<file path="src/rtl/input_conditioner_pkg.sv">
// Shared constants and helpers for the input conditioner front end.
package input_conditioner_pkg;
  localparam int NUM_CH        = 4;
  localparam int DB_CYCLES_DEF = 16;
  localparam int DIV_DEF       = 1000;

  // Counter width for a 0..n-1 count, never narrower than one bit.
  function automatic int cnt_w(input int n);
    return (n <= 1) ? 1 : $clog2(n);
  endfunction
endpackage

</file>
<file path="src/rtl/input_conditioner_if.sv">
// Raw inputs toward the conditioner, conditioned levels and strobe back out.
interface input_conditioner_if;
  import input_conditioner_pkg::*;

  logic [NUM_CH-1:0] raw;
  logic              a0, a1, a2, a3;
  logic              en;

  modport master (output raw, input a0, a1, a2, a3, en);
  modport slave  (input raw, output a0, a1, a2, a3, en);
endinterface

</file>
<file path="src/rtl/input_conditioner_debounce_channel.sv">
// One channel: 2-flop synchronizer, debounce counter and event-hold register.
module debounce_channel
  import input_conditioner_pkg::*;
#(
  parameter int DB_CYCLES = DB_CYCLES_DEF
) (
  input  logic clk,
  input  logic rst,
  input  logic raw,
  input  logic en,
  output logic a
);
  localparam int             CW      = cnt_w(DB_CYCLES);
  localparam logic [CW-1:0]  CNT_MAX = CW'(DB_CYCLES - 1);

  logic [1:0]    sync_q, sync_d;
  logic          deb_q, deb_d;
  logic [CW-1:0] cnt_q, cnt_d;
  logic          pend_q, pend_d;

  always_comb begin
    sync_d = {sync_q[0], raw};
    deb_d  = deb_q;
    cnt_d  = '0;
    if (sync_q[1] != deb_q) begin
      if (cnt_q == CNT_MAX) deb_d = sync_q[1];
      else                  cnt_d = cnt_q + 1'b1;
    end
    // A fresh rise beats a simultaneous strobe so the event survives one more period.
    if (deb_d && !deb_q) pend_d = 1'b1;
    else if (en)         pend_d = 1'b0;
    else                 pend_d = pend_q;
  end

  always_ff @(posedge clk or posedge rst) begin
    if (rst) begin
      sync_q <= '0;
      deb_q  <= 1'b0;
      cnt_q  <= '0;
      pend_q <= 1'b0;
    end else begin
      sync_q <= sync_d;
      deb_q  <= deb_d;
      cnt_q  <= cnt_d;
      pend_q <= pend_d;
    end
  end

  assign a = deb_q | pend_q;
endmodule

</file>
<file path="src/rtl/input_conditioner.sv">
// Four debounced, event-holding channels plus the shared enable prescaler.
module input_conditioner
  import input_conditioner_pkg::*;
#(
  parameter int DB_CYCLES = DB_CYCLES_DEF,
  parameter int DIV       = DIV_DEF
) (
  input logic                clk,
  input logic                rst,
  input_conditioner_if.slave io
);
  localparam int            PW   = cnt_w(DIV);
  localparam logic [PW-1:0] PMAX = PW'(DIV - 1);

  logic [PW-1:0]     pcnt_q, pcnt_d;
  logic              en_q, en_d;
  logic [NUM_CH-1:0] a_vec;

  always_comb begin
    en_d   = (pcnt_q == PMAX);
    pcnt_d = en_d ? '0 : pcnt_q + 1'b1;
  end

  always_ff @(posedge clk or posedge rst) begin
    if (rst) begin
      pcnt_q <= '0;
      en_q   <= 1'b0;
    end else begin
      pcnt_q <= pcnt_d;
      en_q   <= en_d;
    end
  end

  for (genvar g = 0; g < NUM_CH; g++) begin : g_ch
    debounce_channel #(.DB_CYCLES(DB_CYCLES)) u_ch (
      .clk (clk),
      .rst (rst),
      .raw (io.raw[g]),
      .en  (en_q),
      .a   (a_vec[g])
    );
  end

  assign io.a0 = a_vec[0];
  assign io.a1 = a_vec[1];
  assign io.a2 = a_vec[2];
  assign io.a3 = a_vec[3];
  assign io.en = en_q;
endmodule

</file>
<file path="src/flat_wrapper.sv">
// flat-port wrapper written by rule: the top's interface ports become plain ports
module input_conditioner_flat import input_conditioner_pkg::*;
#(
  parameter int DB_CYCLES = DB_CYCLES_DEF,
  parameter int DIV       = DIV_DEF
)
  (clk, rst, io_raw, io_a0, io_a1, io_a2, io_a3, io_en);
  input_conditioner_if io_i ();
  input logic clk;
  input logic rst;
  input wire logic [$bits(io_i.raw)-1:0] io_raw;
  output wire logic [$bits(io_i.a0)-1:0] io_a0;
  output wire logic [$bits(io_i.a1)-1:0] io_a1;
  output wire logic [$bits(io_i.a2)-1:0] io_a2;
  output wire logic [$bits(io_i.a3)-1:0] io_a3;
  output wire logic [$bits(io_i.en)-1:0] io_en;
  assign io_i.raw = io_raw;
  assign io_a0 = io_i.a0;
  assign io_a1 = io_i.a1;
  assign io_a2 = io_i.a2;
  assign io_a3 = io_i.a3;
  assign io_en = io_i.en;
  input_conditioner #(.DB_CYCLES(DB_CYCLES), .DIV(DIV)) u_core (.clk(clk), .rst(rst), .io(io_i));
endmodule
</file>
<file path="config.mk">
export PLATFORM = sky130hd
export DESIGN_NAME = input_conditioner_flat
export DESIGN_NICKNAME = d
export VERILOG_FILES = /design/src/rtl/input_conditioner_pkg.sv /design/src/rtl/input_conditioner_if.sv /design/src/rtl/input_conditioner_debounce_channel.sv /design/src/rtl/input_conditioner.sv /design/src/flat_wrapper.sv
export SDC_FILE = /design/constraint.sdc
export NUM_CORES = 1
export LEC_CHECK = 0
export ABC_AREA = 0
export BUFFER_PORTS_ARGS = -buffer_cell sky130_fd_sc_hd__buf_2
export CAP_MARGIN = 20
export CORE_MARGIN = 2
export CORE_UTILIZATION = 35
export DETAILED_ROUTE_END_ITERATION = 7
export SLEW_MARGIN = 10
export SYNTH_ARGS = -nofsm -noshare
export SYNTH_HDL_FRONTEND = slang
export SYNTH_SLANG_ARGS = --single-unit
export TNS_END_PERCENT = 100
</file>
<file path="constraint.sdc">
create_clock -name clk -period 3.6 [get_ports clk]
set_input_delay 0.54 -clock clk [delete_from_list [all_inputs] [get_ports clk]]
set_output_delay 0.54 -clock clk [all_outputs]
set_load 0.005 [all_outputs]
</file>
Word-level counts from Yosys, hierarchy flattened
Cells that the tools add are included.
W data, S select, Z words.

storage, ports and cells
  register bits = 43
  bits in latches = 0
  memory bits (writable) = 0
  bits in read-only memories = 0
  input port bits = 6
  output and inout port bits = 5
  logic and storage cells = 70
  memories kept = 0

cells by class
  $add $sub $neg = 5
  $mul = 0
  div/mod/pow operators = 0
  magnitude comparators = 0
  equality and inequality tests = 9
  shift operators = 0
  muxes and demuxes = 22
  bitwise gates (word level) = 4
  reductions and logical operators = 12

operators by type and width
  cell                     number
  $mux W4                  8
  $add A4 B1 Y4 const B    4
  $eq A4 B4 Y1 const B     4
  $mux W1                  13
  $add A10 B1 Y10 const B  1
  $eq A10 B10 Y1 const B   1
  $mux W10                 1
  $reduce_bool A2 Y1       4
  $logic_and A1 B1 Y1      4
  $logic_not A1 Y1         4
  $ne A1 B1 Y1             4
  $or A1 B1 Y1             4

Longest topological paths before layout
Gate-level depths: netlist of run 1.

  depth after elaboration = 5
  gate-level depth with buffers = 6
  depth with buffers taken out = 5

Cells and area by module
A second synthesis of run 1 with hierarchy kept.

second synthesis, totals
  cells, all modules = 156
  area, all modules = 1863.0 µm²

modules (own cells, without submodules)
  module             times used  cells each  area each (µm²)  seq. area each (µm²)
  debounce_channel   4           27          332.8            200.2
  input_conditioner  1           48          531.8            275.3

Least setup slack after synthesis of run 1
Ideal clock, no wire load.

  path kind = reg2reg
  from = register u_core.pcnt_q[0]
  to = register u_core.pcnt_q[9]
  arrival = 1200 ps
  required time = 3460 ps
  slack = 2261 ps
  cell stages (with the launch flop) = 6
  path buffers = 0
  path through = dfrtp_1 > ha_1 > nand2_1 > or4_1 > nand2_1 > a41oi_1

between the ends
  longest elaborated chain between the ends = 2
  elaborated cells between the ends (all ways) = 3
  those cells by class = 1 x add/sub; 1 x eq/ne; 1 x mux

ends and longest elaborated chain
  what                                                      line                                              text
  start: declaration                                        input_conditioner.sv:15                           logic [PW-1:0] pcnt_q, pcnt_d;
  start signal: assignment                                  input_conditioner.sv:29                           pcnt_q <= pcnt_d;
  $add A10 B1 Y10 / $eq A10 B10 Y1 (equally long branches)  input_conditioner.sv:21, input_conditioner.sv:20
  $mux W10 *                                                input_conditioner.sv:21                           pcnt_d = en_d ? '0 : pcnt_q + 1'b1;
  net u_core.pcnt_d[9]                                      input_conditioner.sv:15

Mark *: on every way through the listed nets, which the timed path passes. The rest lies on a longest branch.
A chain may end at the register's enable or synchronous reset.

Worst setup path in the final report of run 1
  from = register u_core.g_ch[2].u_ch.deb_q
  to = output io_a2

between the ends
  longest elaborated chain between the ends = 1

ends and longest elaborated chain
  what                      line                                      text
  start: declaration        input_conditioner_debounce_channel.sv:17  logic deb_q, deb_d;
  start signal: assignment  input_conditioner_debounce_channel.sv:38  deb_q <= 1'b0;
  start signal: assignment  input_conditioner_debounce_channel.sv:43  deb_q <= deb_d;
  $or A1 B1 Y1              input_conditioner_debounce_channel.sv:49  assign a = deb_q | pend_q;
  end: declaration          flat_wrapper.sv:14                        output wire logic [$bits(io_i.a2)-1:0] io_a2;

Every way passes these cells.

==> flow_metrics.env, run 1 <==
export IMPL_status="complete, no violations"
export IMPL_slew_headroom_pct=64.44
export IMPL_startpoint_type="flop"
export IMPL_finalHoldViolations=0
export IMPL_cts_inserted_buffers=5
export IMPL_core_um2=4786
export IMPL_worstPathMaxFanout=4
export IMPL_ys_async_sr_fraction_pct=100.0
export IMPL_clkSlewWorstSetupHoldPaths_ns=0.07
export IMPL_ys_top_cells_by_area="dfrtp_1 61%, xnor2_1 4.5%, ha_1 3.6%, inv_1 3.0%, a21oi_1 2.6%"
export IMPL_fin_ws_ns=1.915
export IMPL_clkLatencyLatePin_ns=0.28
export IMPL_fin_skew_ns=0.003102
export IMPL_rsz0062_at_grt="no"
export IMPL_whs_ns=0.3508
export IMPL_p_leak_nw=0.8827
export IMPL_synth_xor_area_share_pct=6.495
export IMPL_instances_no_fill=236
export IMPL_drive_gt1_share_pct=13.61
export IMPL_synth_top_family_by_area="simple AND/OR/NAND/NOR gates"
export IMPL_post_place_cells=230
export IMPL_post_cts_resize_count=0
export IMPL_fin_tns_setup_ns=0
export IMPL_period_needed_ns=1.685
export IMPL_first_pass_iters=4
export IMPL_drt_total_wl_um=2931
export IMPL_synth_top_area_share_pct=61.38
export IMPL_ir_drop_uv=182.3
export IMPL_post_dp_hpwl_um=2133
export IMPL_yosysMostFrequentCell="dfrtp_1"
export IMPL_ys_top_cells_by_count="43 x dfrtp_1, 14 x inv_1"
export IMPL_syn_instance_count=153
export IMPL_required_ns=3.06
export IMPL_cp_startpoint="u_core.g_ch[2].u_ch.deb_q$_DFF_PP0_"
export IMPL_antenna_found_initial=0
export IMPL_io_buffer_count=10
export IMPL_cp_end_kind="output port"
export IMPL_cts_tree="built"
export IMPL_reg2reg_to="u_core.pcnt_q[9]$_DFF_PP0_"
export IMPL_ios=11
export IMPL_ant_nets=0
export IMPL_cts_htree_levels=2
export IMPL_endpoint="io_a2"
export IMPL_root_buffer="clkbuf_8"
export IMPL_rows=25
export IMPL_area_growth_pct=11.92
export IMPL_clock_path_buffers=2
export IMPL_syn_area_per_cell_um2=11.46
export IMPL_fmax_ghz=0.5933
export IMPL_synth_simple_area_share_pct=16.42
export IMPL_synth_ff_type="dfrtp_1"
export IMPL_yosysSeqAreaShare_pct=61.38
export IMPL_arrival_ns=1.15
export IMPL_worstMarginPinSlew_ns=0.5335
export IMPL_rrSetupSlack_ns=2.13
export IMPL_first_iter_violations=66
export IMPL_grt_pass1_wl_um=5168
export IMPL_syn_num_nets=164
export IMPL_die_area_um2=5591
export IMPL_vias=1134
export IMPL_layout_nets=181
export IMPL_reg2regPathDepth=5
export IMPL_n_antenna_cell=0
export IMPL_synth_compound_area_share_pct=8.851
export IMPL_yosys_area_share_adder_pct=3.569
export IMPL_die_height_um=74.77
export IMPL_yosys_mux_area_fraction_pct=0
export IMPL_setup_violations=0
export IMPL_worstSetupPathType="reg -> out"
export IMPL_wl_per_cell_um=12.42
export IMPL_r2r_start="u_core.pcnt_q[0]$_DFF_PP0_"
export IMPL_drc_errors=0
export IMPL_ys_ff_latch=43
export IMPL_cts_hold_buf=0
export IMPL_yosys_area_top_type="dfrtp_1"
export IMPL_slew_viol_final=0
export IMPL_fp_dieW_um=74.77
export IMPL_clkSinkCount=43
export IMPL_place_congestion=0.8063
export IMPL_grt_ovfl_total=0
export IMPL_routed_via_density=4.805
export IMPL_power_density_nw_per_um2=417.0
export IMPL_synth_edff_count=0
export IMPL_start_util_pct=36.63
export IMPL_track_usage_pct=12.62
export IMPL_yosysWarnings=0
export IMPL_drv_cap=0
export IMPL_grt_pass1_vias=1221
export IMPL_postCtsSetupRepairBufs=0
export IMPL_syn_cell_area_um2=1753
export IMPL_synth_cell_types=25
export IMPL_fin_crit_sh_pct=46.82
export IMPL_grt_max_degree=44
export IMPL_dp_slack_ns=2.140
export IMPL_hold_path_class="reg -> reg"
metal layers:
layer  up-vias  wire length (um)  global-route usage, %
met5         -                 0                      0
met4         0                64                  7.540
met3         7               132                  4.552
met2        16              1519                  22.32
met1       559              1215                  12.71
li1        552                 -                      -
logic make-up (layout without fill, tap and decap cells):
kind of cell | after synthesis | after routing
buf+inv | 15 | 31
compound gates | 26 | 26
simple gates | 51 | 51
flops | 43 | 43
fa+ha+maj | 5 | 5
xor+xnor | 13 | 13
sequential cells by signal, indices dropped and copies added (netlist names):
| register | cells |
|---|---|
| u_core.g_ch.u_ch.cnt_q | 16 |
| u_core.g_ch.u_ch.deb_q | 4 |
| u_core.g_ch.u_ch.pend_q | 4 |
| u_core.g_ch.u_ch.sync_q | 8 |
| u_core.io.en | 1 |
| u_core.pcnt_q | 10 |
worst min path at each step:
stage / from / to / slack (ns) / cells after the start
6_report: u_core.g_ch[3].u_ch.sync_q[0]$_DFF_PP0_ / u_core.g_ch[3].u_ch.sync_q[1]$_DFF_PP0_ / 0.35 / 0
5_1_grt: io_raw[3] / u_core.g_ch[3].u_ch.sync_q[0]$_DFF_PP0_ / 0.33 / 1
4_1_cts: io_raw[3] / u_core.g_ch[3].u_ch.sync_q[0]$_DFF_PP0_ / 0.34 / 1
3_5_place_dp: u_core.g_ch[3].u_ch.sync_q[0]$_DFF_PP0_ / u_core.g_ch[3].u_ch.sync_q[1]$_DFF_PP0_ / 0.34 / 0
3_3_place_gp: u_core.g_ch[3].u_ch.sync_q[0]$_DFF_PP0_ / u_core.g_ch[3].u_ch.sync_q[1]$_DFF_PP0_ / 0.34 / 0
2_1_floorplan: u_core.g_ch[0].u_ch.sync_q[0]$_DFF_PP0_ / u_core.g_ch[0].u_ch.sync_q[1]$_DFF_PP0_ / 0.33 / 0
power breakdown:
group	switching (mW)	internal, mW	total, mW
clock network	0.137	0.129	0.266
registers	0.0135	0.499	0.512
logic	0.0230	0.0172	0.0402
total	0.173	0.645	0.818
worst max-delay path: stages (launching register included):
cell	delay, ns
dfrtp_1	0.42
or2_2	0.31
buf_2	0.13
through the flow:
| stage | power, mW | util, % | cell area, um^2 |
|---|---|---|---|
| 2_1_floorplan | 0.5475 | - | 1753 |
| 5_1_grt | 0.8696 | 40.99 | 1962 |
| 6_report | 0.8181 | 40.99 | 1962 |
| 3_3_place_gp | 0.5566 | 39.48 | 1889 |
| 4_1_cts | 0.8368 | 40.99 | 1962 |
| 3_5_place_dp | 0.5628 | 39.48 | 1889 |
placed cells by master (no fill, tap or decap), types with 7 or more instances in the layout:
| cell type | instances |
|---|---|
| nand2_1 | 8 |
| a21oi_1 | 9 |
| nor2_1 | 9 |
| nand3_1 | 7 |
| o21ai_0 | 9 |
| buf_2 | 10 |
| inv_1 | 14 |
| xnor2_1 | 9 |
| dfrtp_1 | 43 |
cell type report:
| class | count | area [um^2] |
|---|---|---|
| clock buffers | 6 | 72.57 |
| fillers | 465 | 2824 |
| inverters | 14 | 52.55 |
| multi-input cells | 95 | 619.3 |
| flip-flops and latches | 43 | 1076 |
| well taps | 67 | 83.83 |
| repair buffers | 11 | 57.56 |
Note: power is estimated with default switching activity, not from simulation.
==> run 2: changes to the inputs <==
Clock period 3.6 ns to 1.7 ns, I/O delays scaled along.
==> run 2 against run 1 <==
Against the previous run: power rose by 120%; combinational power rose by 120%; largest power group unchanged; highest routed layer unchanged; core utilization grew 0.24 points; setup slack got worse by 1.7 ns; wire length down 5.0%; design area up 0.57%; worst hold slack lost 0.28 ns; via count is 0.35% lower; clock skew grew 0.0052 ns; register-to-register slack lost 1.9 ns; sequential share of layout area decreased by 0.31 points; final cell count rose by 0.85%.
==> flow_metrics.env, run 2 (synthesized netlist as in run 1, its figures left out) <==
export IMPL_final_cell_mix="43 x dfrtp_1, 14 x inv_1, 10 x buf_2"
export IMPL_cts_hold_buf=0
export IMPL_root_buffer="clkbuf_8"
export IMPL_clkSlewWorstSetupHoldPaths_ns=0.08
export IMPL_whs_ns=0.07460
export IMPL_startpoint_type="flop"
export IMPL_grt_pass1_vias=1212
export IMPL_die_height_um=74.77
export IMPL_rsz0062_at_grt="no"
export IMPL_critPathMaxStageDelay_ns=0.40
export IMPL_layout_nets=181
export IMPL_setup_violations=0
export IMPL_cp_startpoint="u_core.pcnt_q[0]$_DFF_PP0_"
export IMPL_final_common_cell="dfrtp_1"
export IMPL_min_to="u_core.g_ch[3].u_ch.sync_q[0]$_DFF_PP0_"
export IMPL_postCtsSetupRepairBufs=0
export IMPL_r2r_start="u_core.pcnt_q[0]$_DFF_PP0_"
export IMPL_cp_end_kind="flop"
export IMPL_ios=11
export IMPL_worstHoldStart="io_raw[3]"
export IMPL_post_cts_resize_count=0
export IMPL_reg2reg_to="u_core.pcnt_q[9]$_DFF_PP0_"
export IMPL_vias=1130
export IMPL_drc_errors=0
export IMPL_cts_tree="built"
export IMPL_largest_register="u_core.g_ch.u_ch.cnt_q"
export IMPL_post_dp_hpwl_um=2009
export IMPL_cts_htree_levels=2
export IMPL_routed_via_density=4.748
export IMPL_ant_nets=0
export IMPL_ir_drop_uv=543.4
export IMPL_fin_skew_ns=0.008347
export IMPL_drive_gt1_share_pct=15.20
export IMPL_busiest_layer="met2"
export IMPL_track_usage_pct=11.88
export IMPL_first_iter_violations=81
export IMPL_area_growth_pct=12.56
export IMPL_status="complete, no violations"
export IMPL_rows=25
export IMPL_slew_viol_final=0
export IMPL_worstMarginPinSlew_ns=0.5170
export IMPL_worstSetupPathType="reg -> reg"
export IMPL_fin_crit_sh_pct=84.59
export IMPL_grt_max_degree=44
export IMPL_cpMostUsedCell="nand2_1"
export IMPL_required_ns=1.85
export IMPL_start_util_pct=36.63
export IMPL_first_pass_iters=4
export IMPL_drt_total_wl_um=2785
export IMPL_path_cells="ha_1, nand2_1, or4_1, nand2_1, a41oi_1"
export IMPL_crit_slowest_cell="or4_1"
export IMPL_grt_use_met3_pct=3.614
export IMPL_hold_depth=1
export IMPL_hold_path_class="in -> reg"
export IMPL_finalHoldViolations=0
export IMPL_n_antenna_cell=0
export IMPL_io_buffer_count=10
export IMPL_worstPathMaxFanout=4
export IMPL_fp_dieW_um=74.77
export IMPL_place_congestion=0.8304
export IMPL_fin_tns_setup_ns=0
export IMPL_largest_register_ffs=16
export IMPL_met1_usage_pct=12.84
export IMPL_reg2regPathDepth=5
export IMPL_antenna_found_initial=0
export IMPL_grt_pass1_wl_um=5030
export IMPL_grt_ovfl_total=0
export IMPL_die_area_um2=5591
export IMPL_cts_inserted_buffers=5
export IMPL_clkSinkCount=43
export IMPL_fmax_ghz=0.6954
export IMPL_power_density_nw_per_um2=903.5
export IMPL_clock_path_buffers=2
export IMPL_wl_per_cell_um=11.70
export IMPL_reg_top3="u_core.g_ch.u_ch.cnt_q (16), u_core.pcnt_q (10), u_core.g_ch.u_ch.sync_q (8)"
export IMPL_core_um2=4786
export IMPL_slew_headroom_pct=65.54
export IMPL_period_needed_ns=1.438
export IMPL_drv_cap=0
export IMPL_grt_use_met2_pct=21.93
export IMPL_p_leak_nw=0.8932
export IMPL_clkLatencyLatePin_ns=0.29
export IMPL_arrival_ns=1.59
export IMPL_rrSetupSlack_ns=0.26
run 2: changes by cell type in the layout (fill, tap and decap cells not counted):
cell      delta
clkinv_2     +3
clkbuf_1     -1
run 2: worst max-delay path, delay by kind of cell (launching register included):
| family | cells | cell delay [ns] |
|---|---|---|
| AOI/OAI and AO/OA | 1 | 0.11 |
| adders and majority gates | 1 | 0.24 |
| DFF | 1 | 0.39 |
| and+or+nand+nor | 3 | 0.57 |
run 2: cell type report:
class | instances | area (um^2)
inverters | 14 | 52.55
clock inverters | 3 | 15.01
well taps | 67 | 83.83
multi-input cells | 95 | 619.3
fillers | 459 | 2813
flip-flops and latches | 43 | 1076
repair buffers | 11 | 57.56
clock buffers | 5 | 68.82
run 2: where the power goes:
| group | internal (mW) | total (mW) | switching [mW] |
|---|---|---|---|
| registers | 1.05 | 1.08 | 0.0282 |
| clock network | 0.281 | 0.613 | 0.332 |
| logic | 0.0370 | 0.0866 | 0.0496 |
run 2: worst max-delay path by stage:
stage / end / slack [ns] / depth (start not counted)
floorplan: u_core.pcnt_q[9]$_DFF_PP0_ / 0.36 / 5
finish: u_core.pcnt_q[9]$_DFF_PP0_ / 0.26 / 5
CTS: u_core.pcnt_q[9]$_DFF_PP0_ / 0.27 / 5
global placement: u_core.pcnt_q[9]$_DFF_PP0_ / 0.32 / 5
detailed placement: u_core.pcnt_q[9]$_DFF_PP0_ / 0.28 / 5
global route: u_core.pcnt_q[6]$_DFF_PP0_ / 0.18 / 5
run 2: routing by layer:
metal	vias up	share of wire [%]	routed length (um)
li1	556	-	-
met3	4	4.3	119
met1	549	43	1200
met4	0	1.1	31
met2	21	51	1434
met5	-	0	0
run 2: stage by stage:
| step | area [um^2] | cells | total power [mW] | setup slack [ns] | utilization [%] |
|---|---|---|---|---|---|
| floorplan | 1753 | 153 | 1.159 | 0.3607 | - |
| global placement | 1889 | 230 | 1.179 | 0.3183 | 39.48 |
| detailed placement | 1889 | 230 | 1.192 | 0.2816 | 39.48 |
| CTS | 1973 | 238 | 1.803 | 0.2708 | 41.23 |
| global route | 1973 | 238 | 1.870 | 0.1805 | 41.23 |
| finish | 1973 | 238 | 1.783 | 0.2620 | 41.23 |
==> run 3: changes to the inputs <==
Clock period 1.7 ns to 1.3 ns, I/O delays scaled along.
==> run 3 against run 2 <==
Against the previous run: the run now ends with setup timing left; wire length rose by 10%; design area rose by 10%; critical path depth did not move; flip-flop and latch count did not move; register-to-register slack got worse by 0.33 ns; final cell count rose by 6.3%; worst hold slack got worse by 0.068 ns; power rose by 43%.
==> flow_metrics.env, run 3 (synthesized netlist as in run 1, its figures left out) <==
export IMPL_cts_htree_levels=2
export IMPL_ios=11
export IMPL_clkSlewWorstSetupHoldPaths_ns=0.07
export IMPL_reg2reg_to="u_core.pcnt_q[9]$_DFF_PP0_"
export IMPL_violations="setup timing"
export IMPL_utilization_pct=45.33
export IMPL_worstPathMaxFanout=3
export IMPL_required_ns=1.46
export IMPL_fp_dieW_um=74.77
export IMPL_fin_crit_sh_pct=105.6
export IMPL_period_needed_ns=1.373
export IMPL_cts_inserted_buffers=5
export IMPL_status="finished, violations left"
export IMPL_grt_ovfl_total=0
export IMPL_grt_max_degree=44
export IMPL_worstSetupPathType="reg -> reg"
export IMPL_fin_skew_ns=0.004301
export IMPL_drt_total_wl_um=3070
export IMPL_reg_top3="u_core.g_ch.u_ch.cnt_q (16), u_core.pcnt_q (10), u_core.g_ch.u_ch.sync_q (8)"
export IMPL_final_common_cell="dfrtp_1"
export IMPL_rrSetupSlack_ns=-0.07
export IMPL_clkLatencyLatePin_ns=0.30
export IMPL_cp_startpoint="u_core.pcnt_q[1]$_DFF_PP0_"
export IMPL_hold_path_class="in -> reg"
export IMPL_whs_ns=0.006330
export IMPL_grt_pass1_wl_um=4940
export IMPL_place_congestion=0.7669
export IMPL_first_iter_violations=61
export IMPL_dp_slack_ns=-0.08166
export IMPL_power_density_nw_per_um2=1174
export IMPL_track_usage_pct=11.91
export IMPL_fin_ws_ns=-0.07259
export IMPL_first_pass_iters=4
export IMPL_core_um2=4786
export IMPL_reg2regPathDepth=5
export IMPL_io_buffer_count=10
export IMPL_drc_errors=0
export IMPL_fmax_ghz=0.7286
export IMPL_slew_headroom_pct=74.25
export IMPL_power_total_mw=2.546
export IMPL_fin_area_um2=2170
export IMPL_largest_register="u_core.g_ch.u_ch.cnt_q"
export IMPL_ant_nets=0
export IMPL_layout_nets=197
export IMPL_die_height_um=74.77
export IMPL_p_leak_nw=0.9755
export IMPL_endpoint="u_core.pcnt_q[9]$_DFF_PP0_"
export IMPL_cp_end_kind="flop"
export IMPL_clock_path_buffers=2
export IMPL_clkSinkCount=43
export IMPL_largest_register_ffs=16
export IMPL_setup_violations=3
export IMPL_drive_gt1_share_pct=20.97
export IMPL_post_dp_hpwl_um=2105
export IMPL_arrival_ns=1.53
export IMPL_rsz0062_at_grt="yes"
export IMPL_final_cell_mix="43 x dfrtp_1, 14 x inv_1, 12 x buf_4"
export IMPL_cts_tree="built"
export IMPL_area_growth_pct=23.77
export IMPL_slew_viol_final=0
export IMPL_startpoint_type="flop"
export IMPL_ir_drop_uv=413.4
export IMPL_antenna_found_initial=0
export IMPL_wl_per_cell_um=12.13
export IMPL_finalHoldViolations=0
export IMPL_n_antenna_cell=0
export IMPL_worstMarginPinSlew_ns=0.3835
export IMPL_routed_via_density=4.751
export IMPL_grt_pass1_vias=1194
export IMPL_fin_tns_setup_ns=-0.1251
export IMPL_instances_no_fill=253
export IMPL_start_util_pct=36.63
export IMPL_r2r_start="u_core.pcnt_q[1]$_DFF_PP0_"
export IMPL_root_buffer="clkbuf_8"
export IMPL_rows=25
export IMPL_vias=1202
export IMPL_drv_cap=0
export IMPL_post_place_cells=236
export IMPL_place_area_um2=1962
export IMPL_die_area_um2=5591
[run 3: changes by cell type in the layout (fill, tap and decap cells not counted), moves of 3 or more]
cell           previous run  this run
buf_4                     1        12
clkinv_2                  3         0
dlygate4sd3_1             0         4
or2_2                     5         0
or2_4                     0         5
[run 3: power by group]
group | switching [mW] | internal [mW]
Clock | 0.441 | 0.563
Combinational | 0.0654 | 0.0601
Sequential | 0.0371 | 1.38
[run 3: area by class of cell]
type,instances,area (um^2)
flip-flops and latches,43,1076
well taps,67,83.83
clock inverters,1,30.03
inverters,14,52.55
fillers,459,2616
repair buffers,27,206.4
multi-input cells,95,648.1
clock buffers,6,72.57
[run 3: how the worst min path moves through the flow]
stage / startpoint / to / slack [ns] / cells after the start
floorplan: io_raw[0] / u_core.g_ch[0].u_ch.sync_q[0]$_DFF_PP0_ / 0.23 / 0
global placement: rst / u_core.g_ch[0].u_ch.sync_q[1]$_DFF_PP0_ / 0.26 / 3
detailed placement: rst / u_core.g_ch[0].u_ch.sync_q[1]$_DFF_PP0_ / 0.27 / 3
CTS: io_raw[2] / u_core.g_ch[2].u_ch.sync_q[0]$_DFF_PP0_ / 0.0009 / 1
global route: io_raw[2] / u_core.g_ch[2].u_ch.sync_q[0]$_DFF_PP0_ / 0.005 / 1
finish: io_raw[2] / u_core.g_ch[2].u_ch.sync_q[0]$_DFF_PP0_ / 0.006 / 1
[run 3: what timing repair did]
| action | in CTS | in global routing |
|---|---|---|
| hold buffers | 3 | 1 |
| pin swaps | 2 | 3 |
| endpoints found under the setup margin | 12 | 12 |
| gates resized for setup | 2 | 5 |
| buffers inserted | 4 | 2 |
| gates cloned | 0 | 0 |
| endpoints found under the hold margin | 45 | 1 |
[run 3: metal layers]
metal	wire [um]	GRT usage [%]	vias up	share of wire, %
met2	1582	20.75	18	52
met5	0	0	-	0
met1	1323	12.95	591	43
li1	-	-	589	-
met4	38	4.762	0	1.2
met3	125	4.819	4	4.1
[run 3: worst max-delay path, cell delays in order, from the launching register on]
cell and delay [ns]:
dfrtp_1 0.42, ha_4 0.17, nand2_2 0.06, or4_1 0.40
nand2_1 0.08, a41oi_1 0.12
